## config.mk

```make
export PLATFORM = sky130hd
export DESIGN_NAME = data_inf_c_rr_arb
export DESIGN_NICKNAME = d
export VERILOG_FILES = /design/src/rtl/data_inf_arb_pkg.sv /design/src/rtl/data_inf_c_rr_arb_rr_pick.sv /design/src/rtl/data_inf_c_rr_arb.sv
export SDC_FILE = /design/constraint.sdc
export NUM_CORES = 1
export LEC_CHECK = 0
export CORE_MARGIN = 1
export CORE_UTILIZATION = 42
export CTS_CLUSTER_DIAMETER = 30
export DETAILED_ROUTE_END_ITERATION = 6
export PLACE_DENSITY = 0.94
export SYNTH_ARGS = -nofsm -noshare
export SYNTH_HDL_FRONTEND = slang
export SYNTH_SLANG_ARGS = --single-unit
export TNS_END_PERCENT = 50
```

## constraint.sdc

```tcl
create_clock -name clock -period 3.9 [get_ports clock]
set_input_delay 1.17 -clock clock [delete_from_list [all_inputs] [get_ports clock]]
set_output_delay 1.17 -clock clock [all_outputs]
set_load 0.005 [all_outputs]
```

## src/rtl/data_inf_arb_pkg.sv

```systemverilog
// Shared types and helpers for the data_inf round-robin arbiter family.
package data_inf_arb_pkg;

  typedef enum logic {IDLE, GRANT} arb_state_t;

  localparam int BEAT_CNT_W = 8;

  // Index width that never collapses to zero, so single-entry vectors stay legal.
  function automatic int clog2_min1(input int n);
    return (n <= 2) ? 1 : $clog2(n);
  endfunction

endpackage

```

## src/rtl/data_inf_c_rr_arb_rr_pick.sv

```systemverilog
// Rotating priority picker: first asserted request at or after base, searching upward modulo NUM.
module rr_pick
  import data_inf_arb_pkg::*;
#(
  parameter int NUM = 4,
  localparam int IW = clog2_min1(NUM)
) (
  input  logic [NUM-1:0] req,
  input  logic [IW-1:0]  base,
  output logic           found,
  output logic [IW-1:0]  idx
);

  localparam logic [IW:0] LP_NUM = (IW+1)'(NUM);

  logic [2*NUM-1:0] w_dbl;
  logic [NUM-1:0]   w_rot;
  logic [IW-1:0]    w_pos;
  logic [IW:0]      w_sum;

  // Rotate so base lands at bit 0, take the lowest set bit, then rotate the index back.
  always_comb begin
    w_dbl = {req, req} >> base;
    w_rot = w_dbl[NUM-1:0];
    w_pos = '0;
    for (int i = NUM - 1; i >= 0; i--) begin
      if (w_rot[i]) w_pos = IW'(i);
    end
    w_sum = {1'b0, w_pos} + {1'b0, base};
    if (w_sum >= LP_NUM) w_sum = w_sum - LP_NUM;
    idx   = w_sum[IW-1:0];
    found = |req;
  end

endmodule

```

## src/rtl/data_inf_c_rr_arb.sv

```systemverilog
// Round-robin arbiter muxing NUM valid/ready requesters onto one master port with bounded bursts.
module data_inf_c_rr_arb
  import data_inf_arb_pkg::*;
#(
  parameter int NUM       = 4,
  parameter int DSIZE     = 8,
  parameter int MAX_BURST = 4,
  localparam int IW = clog2_min1(NUM)
) (
  input  logic                   clock,
  input  logic                   rst,
  input  logic [NUM-1:0]         s_valid,
  input  logic [NUM*DSIZE-1:0]   s_data,
  output logic [NUM-1:0]         s_ready,
  output logic                   m_valid,
  output logic [DSIZE-1:0]       m_data,
  input  logic                   m_ready,
  output logic                   grant_vld,
  output logic [IW-1:0]          grant_id
);

  localparam logic [BEAT_CNT_W-1:0] LP_LAST_BEAT = BEAT_CNT_W'(MAX_BURST - 1);
  localparam logic [IW-1:0]         LP_TOP_ID    = IW'(NUM - 1);

  arb_state_t             r_state;
  arb_state_t             w_state_nxt;
  logic [IW-1:0]          r_grant_id;
  logic [IW-1:0]          r_rr_ptr;
  logic [BEAT_CNT_W-1:0]  r_beat_cnt;

  logic                   w_pick_found;
  logic [IW-1:0]          w_pick_idx;
  logic                   w_in_grant;
  logic                   w_g_valid;
  logic                   w_hs;
  logic                   w_release;

  rr_pick #(
    .NUM (NUM)
  ) u_pick (
    .req   (s_valid),
    .base  (r_rr_ptr),
    .found (w_pick_found),
    .idx   (w_pick_idx)
  );

  // Release either at the end of a full burst or as soon as the owner stops offering data.
  assign w_in_grant = (r_state == GRANT);
  assign w_g_valid  = s_valid[r_grant_id];
  assign w_hs       = w_in_grant && w_g_valid && m_ready;
  assign w_release  = w_in_grant && (!w_g_valid || (w_hs && (r_beat_cnt == LP_LAST_BEAT)));

  always_ff @(posedge clock) begin
    if (rst) r_state <= IDLE;
    else     r_state <= w_state_nxt;
  end

  always_comb begin
    w_state_nxt = r_state;
    case (r_state)
      IDLE:    if (w_pick_found) w_state_nxt = GRANT;
      GRANT:   if (w_release)    w_state_nxt = IDLE;
      default: w_state_nxt = IDLE;
    endcase
  end

  always_comb begin
    grant_vld = 1'b0;
    m_valid   = 1'b0;
    s_ready   = '0;
    m_data    = s_data[r_grant_id*DSIZE +: DSIZE];
    if (w_in_grant) begin
      grant_vld            = 1'b1;
      m_valid              = w_g_valid;
      s_ready[r_grant_id]  = m_ready;
    end
  end

  assign grant_id = r_grant_id;

  // The pointer only moves on release, which gives the just-served requester lowest priority.
  always_ff @(posedge clock) begin
    if (rst) begin
      r_grant_id <= '0;
      r_beat_cnt <= '0;
      r_rr_ptr   <= '0;
    end else begin
      if (!w_in_grant && w_pick_found) begin
        r_grant_id <= w_pick_idx;
        r_beat_cnt <= '0;
      end else if (w_hs) begin
        r_beat_cnt <= r_beat_cnt + 1'b1;
      end
      if (w_release) begin
        r_rr_ptr <= (r_grant_id == LP_TOP_ID) ? '0 : r_grant_id + 1'b1;
      end
    end
  end

endmodule

```

==> impl_metrics.csv, run 1 <==
group,metric,value,unit
global_route,grt.overflow.total,0,
logic_synthesis,synth-seq-cells,13,
critical_path,crit_fanout,2,
clock_tree,clk_latency,0.27,ns
sta,post-route-period-util,0.964,
logic_synthesis,netlist_area,1050,um2
floorplan,start_util,0.462,
floorplan,die_x,52.0,um
critical_path,rrSetupSlack,1.81,ns
floorplan,std_cell_rows,17,
sta,tightest_slew,0.603,ns
run_status,outcome,"completed",
clock_tree,cts_inserted_buffers,3,
hold_path,hold_end,"r_beat_cnt[7]$_SDFFE_PP0P_",
critical_path,startpoint,"s_valid[3]",
finish,diodes,0,
global_route,grt_use_total,0.260,
floorplan,core-area,2280,um2
global_route,grt_pass1_vias,1092,
critical_path,path_buf_inv,2,
logic_synthesis,synth-seq-area-share,0.248,
critical_path,worstPathRequired,2.73,ns
logic_synthesis,ys_types,36,
clock_tree,path_clk_slew,0.07,ns
hold_path,hold_path_class,"reg -> reg",
floorplan,dieArea,2710,um2
drt,drt_iter0_drc,25,
logic_synthesis,synth_area_per_cell,9.47,um2
drt,drt_first_pass_iters,4,
global_route,grt_pass1_wl,5.11,mm
power_and_ir_drop,ir_drop,0.158,mV
run,cap_viol_max_count,0,
place,dp_hpwl,2.69,mm
critical_path,regToRegEndpoint,"r_beat_cnt[4]$_SDFFE_PP0P_",
clock_tree,postCtsResizedCells,2,
finish,finalNetCount,213,
logic_synthesis,async_reset_ff_frac,0,
critical_path,worstPathArrival,2.59,ns
critical_path,crit_slowest_cell,"mux4_2",
clock_tree,cts_num_sinks,13,
logic_synthesis,yosysWarnings,0,
critical_path,crit_path_start_kind,"input port",
drt,drc,0,
drt,vias,1106,
logic_synthesis,syn_nets,156,
logic_synthesis,synthFlopType,"dfxtp_1",
sta,hold_violations,0,
clock_tree,htree_levels,1,
finish,final_cell_mix,"52 x clkdlybuf4s50_1, 20 x nor2_1, 13 x dfxtp_1",
power_and_ir_drop,p_leak,0.000644,uW
drt,vias_per_cell,5.67,
critical_path,end_kind,"output pin",
drt,wl_per_cell,17.0,um
sta,fmax,266,MHz
critical_path,r2r_start,"grant_id[1]$_SDFFE_PP0P_",
sta,skew,0.00617,ns
sta,hold-worst-slack,0.524,ns
clock_tree,cts_tree,"built",
critical_path,crit_family,"buffers and inverters",
power_and_ir_drop,p_total,454,uW
clock_tree,ctsHoldBuffers,0,
global_route,grt_max_degree,15,
finish,post-route-util,0.724,
logic_synthesis,syn_inst,111,
drt,ant_nets,0,
place,routabilityCongestion,0.819,
sta,slew_headroom,0.598,
finish,area_delta_synth_final,56.8,%
drt,drt-total-wl,3.31,mm
place,placed_area,1620,um2
sta,setup_viol,0,
logic_synthesis,synth_edf_count,0,
place,port_buffers,54,
sta,rsz0062_at_grt,"no",
finish,design_area,1650,um2
floorplan,die_y,52.0,um
sta,finalCriticalPeriod,3.76,ns
finish,layout.cells.most_common,"clkdlybuf4s50_1",
clock_tree,post-cts-setup-buffer-count,0,
floorplan,io_pins,55,
clock_tree,clockBufferDepth,2,
finish,layout-drive-gt1-share,0.144,
hold_path,hold_depth,2,
critical_path,reg2reg_depth,6,
critical_path,cp_slowest_stage_delay,0.52,ns
critical_path,crit_chain,"clkdlybuf4s50_1 -> mux4_2 -> and2_2 -> dlygate4sd2_1",
critical_path,criticalPathCategory,"in -> out",
power_and_ir_drop,powerDensity,276,nW/um2
clock_tree,ctsRootBufferMaster,"clkbuf_4",
hold_path,worstHoldStart,"r_beat_cnt[7]$_SDFFE_PP0P_",
sta,final_max_slew_viol_count,0,
global_route,antenna_found_initial,0,
## power breakdown
part | switching [uW] | internal, uW | leakage [uW]
Combinational | 72.1 | 140 | 0.000524
Sequential | 21.0 | 140 | 0.000106
Clock | 41.8 | 39.5 | 0.0000150
## routing by layer
layer,track usage,up-vias,share of wire
li1,-,522,-
met4,0.104,0,0.028
met2,0.500,39,0.57
met3,0.0146,10,0.029
met1,0.290,535,0.37
met5,0,-,0
## logic make-up (layout without fill, tap and decap cells)
family          Yosys count  in the layout  synth area share
compound gates           12             12            0.0976
xor+xnor                  9              9            0.0750
fa+ha+maj                 6              6            0.0714
buf+inv                  12             68            0.0595
flops                    13             13             0.248
mux                      12             12             0.221
simple gates             47             47             0.227
## how the worst max path moves through the flow
stage / end / slack (ns) / cells after the start
final: m_valid / 0.14 / 4
after floorplan: m_valid / 0.76 / 3
after global placement: m_valid / 0.009 / 4
after CTS: m_valid / 0.15 / 4
after global routing: m_valid / 0.1 / 4
after detailed placement: m_valid / -0.05 / 4
## worst register-to-register path: stages (launching register included)
cell     delay, ns
dfxtp_1       0.71
mux4_2        0.44
buf_4         0.17
and3_1        0.26
nand4_1       0.17
xor2_1        0.19
nor2_1        0.06
## Yosys cell counts, types with 2 or more instances
cell type,n,share of area
ha_1,6,0.071
mux2i_1,3,0.029
nand4_1,2,0.012
xor2_1,6,0.050
nor2_1,20,0.071
a21oi_1,2,0.0095
buf_2,2,0.0095
nand2b_1,2,0.012
o32ai_1,2,0.017
buf_6,2,0.021
nand2_1,2,0.0071
xnor2_1,3,0.025
or3_1,2,0.012
nand3_1,4,0.019
dfxtp_1,13,0.25
mux4_2,9,0.19
buf_1,2,0.0071
inv_1,4,0.014
and3_1,7,0.042
clkbuf_1,2,0.0071
## flip-flops by register name, summed over array words and instances, names as in the netlist
name and flops:
r_rr_ptr 2, grant_id 2, r_state 1, r_beat_cnt 8
## final cells by class
class                           count  area, um2
Fill cell                         165        628
Timing Repair Buffer               60        583
Tap cell                           28       35.0
Sequential cell                    13        260
Inverter                            4       15.0
Multi-Input combinational cell     86        728
Clock buffer                        4       26.3
## through the flow
stage | cells | worst slack (ns) | setup TNS [ns]
3_5_place_dp | 191 | -0.0455 | -0.0455
2_1_floorplan | 111 | 0.758 | 0
4_1_cts | 195 | 0.145 | 0
3_3_place_gp | 191 | 0.00894 | 0
6_report | 195 | 0.142 | 0
5_1_grt | 195 | 0.0974 | 0
Note: power is estimated with default switching activity, not from simulation.
==> run 2, diff against run 1 <==
ABC_AREA = 1   (was default)
CORE_UTILIZATION = 44   (was 42)
SKIP_LAST_GASP = 1   (was default)
==> run 2 against run 1 <==
  * Via count grew 27%
  * Critical endpoint unchanged
  * Highest routed layer unchanged
  * Synthesized cell count grew 72%
  * Worst setup slack gained 0.026 ns
  * Largest power group unchanged
  * First-iteration DRC count grew 100%
  * Area after synthesis grew 12%
  * Final area grew 6.2%
  * Maximum frequency grew 0.71%
  * Power grew 24%
==> impl_metrics.csv, run 2 <==
group,metric,value,unit
run_status,outcome,"completed",
drt,drt_iter0_drc,51,
global_route,grt_use_total,0.228,
drt,drt_first_pass_iters,4,
finish,layout-drive-gt1-share,0.0658,
drt,ant_nets,0,
global_route,antenna_found_initial,0,
critical_path,crit_path_start_kind,"input port",
logic_synthesis,synth_edf_count,0,
floorplan,std_cell_rows,18,
critical_path,worstPathRequired,2.73,ns
critical_path,r2r_start,"grant_id[0]$_SDFFE_PP0P_",
drt,vias_per_cell,5.16,
logic_synthesis,netlist.area_leader.share,0.221,
logic_synthesis,syn_nets,236,
finish,final_cell_mix,"54 x clkdlybuf4s50_1, 39 x nand2_1, 28 x nor2_1",
floorplan,dieArea,2890,um2
clock_tree,post-cts-setup-buffer-count,0,
logic_synthesis,ys_types,28,
sta,finalCriticalPeriod,3.73,ns
logic_synthesis,synth-seq-cells,13,
logic_synthesis,synthSimpleGateAreaFrac,0.364,
power_and_ir_drop,ir_drop,0.343,mV
global_route,met3_usage,0.0876,
finish,area_delta_synth_final,48.5,%
sta,slew_headroom,0.508,
power_and_ir_drop,powerDensity,321,nW/um2
sta,hold-worst-slack,0.496,ns
critical_path,cp_slowest_stage_delay,0.52,ns
logic_synthesis,synth_most_common_cell,"nand2_1",
sta,skew,0.00211,ns
drt,vias,1409,
critical_path,crit_fanout,4,
finish,diodes,0,
critical_path,worstPathArrival,2.56,ns
finish,layout.cells.most_common,"clkdlybuf4s50_1",
sta,hold_violations,0,
logic_synthesis,synthXorXnorAreaFrac,0.0297,
global_route,grt_max_degree,23,
critical_path,crit_slowest_cell,"clkdlybuf4s50_1",
finish,regMostFlops,"r_beat_cnt",
power_and_ir_drop,clkPwrFrac,0.156,
drt,wl_per_cell,12.0,um
logic_synthesis,synth.top_cells.by_count,"39 x nand2_1, 28 x nor2_1, 23 x o21ai_0",
power_and_ir_drop,seqPwrFrac,0.298,
logic_synthesis,synth_area_per_cell,6.17,um2
logic_synthesis,synth_compound_area_frac,0.212,
global_route,gr-usage-met2,0.374,
power_and_ir_drop,intPower,341,uW
critical_path,crit_chain,"clkdlybuf4s50_1 -> nand2_1 -> nand3_2 -> nand2_4 -> nor2_1 -> clkdlybuf4s50_1",
drt,drc,0,
sta,post-route-period-util,0.957,
place,port_buffers,54,
floorplan,start_util,0.471,
global_route,grt.overflow.total,0,
drt,drt-total-wl,3.28,mm
clock_tree,clk_latency,0.29,ns
logic_synthesis,synth.area.top_cells,"dfxtp_1 22%, nand2_1 12%, o21ai_0 9.8%, nor2_1 8.9%, ha_1 6.4%",
clock_tree,ctsHoldBuffers,0,
critical_path,crit_family,"buffers and inverters",
global_route,grt_pass1_vias,1120,
logic_synthesis,yosysWarnings,0,
clock_tree,postCtsResizedCells,0,
critical_path,path_buf_inv,2,
sta,fin_setup_tns,0,ns
clock_tree,path_clk_slew,0.08,ns
logic_synthesis,yosys.area_share.adder,0.0637,
place,routabilityCongestion,0.786,
floorplan,die_x,53.8,um
critical_path,startpoint,"s_valid[1]",
floorplan,die_y,53.8,um
logic_synthesis,synthFlopType,"dfxtp_1",
sta,fmax,268,MHz
logic_synthesis,synth_top_family_by_area,"simple AND/OR/NAND/NOR gates",
logic_synthesis,yosysTopAreaCell,"dfxtp_1",
global_route,grt_pass1_wl,4.82,mm
place,dp_hpwl,2.51,mm
logic_synthesis,async_reset_ff_frac,0,
clock_tree,cts_tree,"built",
logic_synthesis,synth.area.mux_share,0,
global_route,grt.busiest_layer,"met2",
finish,finalNetCount,289,
logic_synthesis,syn_inst,191,
sta,rsz0062_at_grt,"no",
critical_path,criticalPathCategory,"in -> out",
hold_path,worstHoldStart,"r_beat_cnt[6]$_SDFFE_PP0P_",
sta,final_max_slew_viol_count,0,
floorplan,io_pins,55,
clock_tree,clockBufferDepth,2,
clock_tree,cts_num_sinks,13,
clock_tree,ctsRootBufferMaster,"clkbuf_4",
finish,post-route-util,0.700,
power_and_ir_drop,p_switching,221,uW
logic_synthesis,synth-seq-area-share,0.221,
hold_path,hold_path_class,"reg -> reg",
sta,tightest_slew,0.736,ns
critical_path,crit_path_frequent_cell,"clkdlybuf4s50_1",
finish,largest_reg_flops,8,
power_and_ir_drop,p_comb_frac,0.547,
floorplan,core-area,2500,um2
global_route,grt_util_met1,0.273,
power_and_ir_drop,p_total,562,uW
clock_tree,htree_levels,1,
run,cap_viol_max_count,0,
power_and_ir_drop,p_leak,0.000725,uW
logic_synthesis,netlist_area,1180,um2
power_and_ir_drop,switching_share,0.394,
critical_path,end_kind,"output pin",
place,dp_cells,269,
clock_tree,cts_inserted_buffers,3,
finish,fin_cells,273,
sta,setup_viol,0,
-- run 2: cell count changes after synthesis, sizes merged, moves of 9 or more --
cell   change
nand2     +39
a21oi     +10
inv       +19
o21ai     +23
nand3     +12
nor2       +9
mux4       -9
-- run 2: worst paths after layout --
path	end	slack, ns	depth (start not counted)
max	m_valid	0.17	6
min	r_beat_cnt[6]$_SDFFE_PP0P_	0.50	2
max reg2reg	r_rr_ptr[0]$_SDFFE_PP0P_	2.01	9
min reg2reg	r_beat_cnt[6]$_SDFFE_PP0P_	0.50	2
-- run 2: cell families after synthesis --
group / after synthesis
AND/OR/NAND/NOR: 92
XOR/XNOR: 4
adder cells (fa/ha/maj): 6
flip-flops: 13
buffers and inverters: 30
AO/OA/AOI/OAI: 46
-- run 2: power by group through the flow --
stage / Sequential (uW) / Clock (uW) / Combinational (uW)
detailed placement: 170 / 0 / 308
finish: 167 / 87.5 / 307
global placement: 169 / 0 / 302
CTS: 167 / 89.6 / 309
floorplan: 156 / 0 / 179
global route: 170 / 96.7 / 345
-- run 2: cell type report --
class                           instances  area, um2
Inverter                               23       88.8
Sequential cell                        13        260
Timing Repair Buffer                   55        548
Multi-Input combinational cell        148        790
Clock buffer                            4       26.3
Fill cell                             216        749
Tap cell                               30       37.5
-- run 2: through the flow --
step	instance area (um2)	setup WS (ns)
after CTS	1750	0.159
final	1750	0.168
after global placement	1720	0.162
after detailed placement	1720	0.161
after floorplan	1180	1.25
after global routing	1750	0.0741
-- run 2: worst reg2reg max path: cells and delay by family (launching register included) --
family / cells / cell delay (ns)
AOI/OAI and AO/OA: 2 / 0.20
and+or+nand+nor: 5 / 0.49
DFF: 1 / 0.80
buffers and inverters: 2 / 0.29
-- run 2: routing by layer --
metal / vias to the layer above / wire [um]
li1: 728 / -
met1: 621 / 1370
met2: 54 / 1430
met3: 6 / 447
met4: 0 / 35
met5: - / 0
==> run 3, diff against run 2 <==
RECOVER_POWER = 50   (was default)
==> run 3 against run 2 <==
  * Flip-flop and latch count stayed put
  * Combinational power hardly changed
  * Die area stayed put
  * Clock-buffer cell count stayed put
  * Clock power is 0.8% lower
  * Sequential power hardly changed
  * Global-route usage stayed put
  * Register-to-register slack worse by 0.05 ns
  * Cell count stayed put
  * Routed wire length is 0.21% lower
  * Sequential share of layout area is 0.064 points higher
  * Power is 0.63% lower
  * Critical path type unchanged
  * Largest power group unchanged
==> impl_metrics.csv, run 3 (synthesis results as in run 2) <==
group,metric,value,unit
place,dp_hpwl,2.51,mm
floorplan,start_util,0.471,
place,routabilityCongestion,0.786,
sta,slew_headroom,0.507,
sta,setup_viol,0,
floorplan,io_pins,55,
critical_path,crit_fanout,4,
global_route,grt_max_degree,23,
floorplan,die_y,53.8,um
critical_path,worstPathRequired,2.73,ns
finish,layout-drive-gt1-share,0.0576,
floorplan,core-area,2500,um2
clock_tree,postCtsResizedCells,0,
sta,finalCriticalPeriod,3.74,ns
finish,area_delta_synth_final,47.9,%
power_and_ir_drop,p_total,559,uW
sta,final_max_slew_viol_count,0,
critical_path,end_kind,"output pin",
finish,post-route-util,0.697,
clock_tree,htree_levels,1,
drt,vias_per_cell,5.19,
finish,diodes,0,
floorplan,dieArea,2890,um2
finish,largest_reg_flops,8,
hold_path,hold_path_class,"reg -> reg",
floorplan,die_x,53.8,um
clock_tree,cts_num_sinks,13,
power_and_ir_drop,powerDensity,321,nW/um2
sta,fin_ws,0.159,ns
global_route,antenna_found_initial,0,
sta,rsz0062_at_grt,"no",
power_and_ir_drop,ir_drop,0.331,mV
clock_tree,cts_inserted_buffers,3,
global_route,grt_use_total,0.228,
clock_tree,path_clk_slew,0.08,ns
sta,hold_violations,0,
finish,regMostFlops,"r_beat_cnt",
finish,finalNetCount,289,
power_and_ir_drop,p_leak,0.000722,uW
floorplan,std_cell_rows,18,
critical_path,worstPathArrival,2.57,ns
sta,fmax,267,MHz
drt,ant_nets,0,
global_route,grt_pass1_wl,4.82,mm
clock_tree,post-cts-setup-buffer-count,0,
sta,post-route-period-util,0.959,
drt,drc,0,
clock_tree,clk_latency,0.29,ns
critical_path,crit_path_start_kind,"input port",
place,port_buffers,54,
run_status,outcome,"completed",
clock_tree,cts_tree,"built",
sta,tightest_slew,0.738,ns
run,cap_viol_max_count,0,
critical_path,criticalPathCategory,"in -> out",
clock_tree,ctsHoldBuffers,0,
clock_tree,ctsRootBufferMaster,"clkbuf_4",
clock_tree,clockBufferDepth,2,
drt,wl_per_cell,12.0,um
sta,skew,0.000758,ns
global_route,grt.overflow.total,0,
drt,vias,1416,
finish,layout.cells.most_common,"clkdlybuf4s50_1",
sta,fin_setup_tns,0,ns
drt,drt_iter0_drc,52,
drt,drt_first_pass_iters,4,
place,pre_cts_slack,0.161,ns
global_route,grt_pass1_vias,1120,
finish,final_cell_mix,"53 x clkdlybuf4s50_1, 39 x nand2_1, 28 x nor2_1",
drt,drt-total-wl,3.27,mm
==> run 3: cell types whose count changed in the layout (fill, tap and decap cells not counted), sizes merged <==
cell           change
dlygate4sd3        +1
clkdlybuf4s50      -1
clkbuf             +1
buf                -1
==> run 3: final cells by class <==
type,instances,area [um2]
fill,220,757
tap,30,37.5
inverter,23,88.8
sequential,13,260
clock buffer,4,26.3
timing repair buffer,55,544
multi-input combinational,148,786
==> run 3: stage by stage <==
| step | area (um2) | hold slack (ns) | cells |
|---|---|---|---|
| 2_1_floorplan | 1180 | 0.457 | 191 |
| 3_3_place_gp | 1720 | 0.469 | 269 |
| 3_5_place_dp | 1720 | 0.478 | 269 |
| 4_1_cts | 1750 | 0.490 | 273 |
| 5_1_grt | 1740 | 0.515 | 273 |
| 6_report | 1740 | 0.496 | 273 |
==> run 3: routing by layer <==
layer	share of wire	GRT usage	vias to the layer above	wire, um
met1	0.42	0.273	628	1370
met3	0.14	0.0876	6	447
met2	0.43	0.374	54	1420
met5	0	0	-	0
li1	-	-	728	-
met4	0.011	0.0658	0	35
==> run 3: worst max-delay path, cell delays in order <==
cell,delay (ns)
clkdlybuf4s50_1,0.52
nand2_1,0.08
nand3_2,0.13
nand2_4,0.08
nor2_1,0.09
clkdlybuf4s50_1,0.50
==> run 3: worst paths after layout <==
check / end / from / depth (start not counted) / slack [ns]
max: m_valid / s_valid[3] / 6 / 0.16
min: r_beat_cnt[6]$_SDFFE_PP0P_ / r_beat_cnt[6]$_SDFFE_PP0P_ / 2 / 0.50
max reg2reg: r_beat_cnt[3]$_SDFFE_PP0P_ / grant_id[1]$_SDFFE_PP0P_ / 8 / 1.96
min reg2reg: r_beat_cnt[6]$_SDFFE_PP0P_ / r_beat_cnt[6]$_SDFFE_PP0P_ / 2 / 0.50
==> run 3: report_power, final <==
group / switching, uW / internal (uW)
sequential: 24.7 / 143
clock: 47.0 / 39.9
combinational: 149 / 156
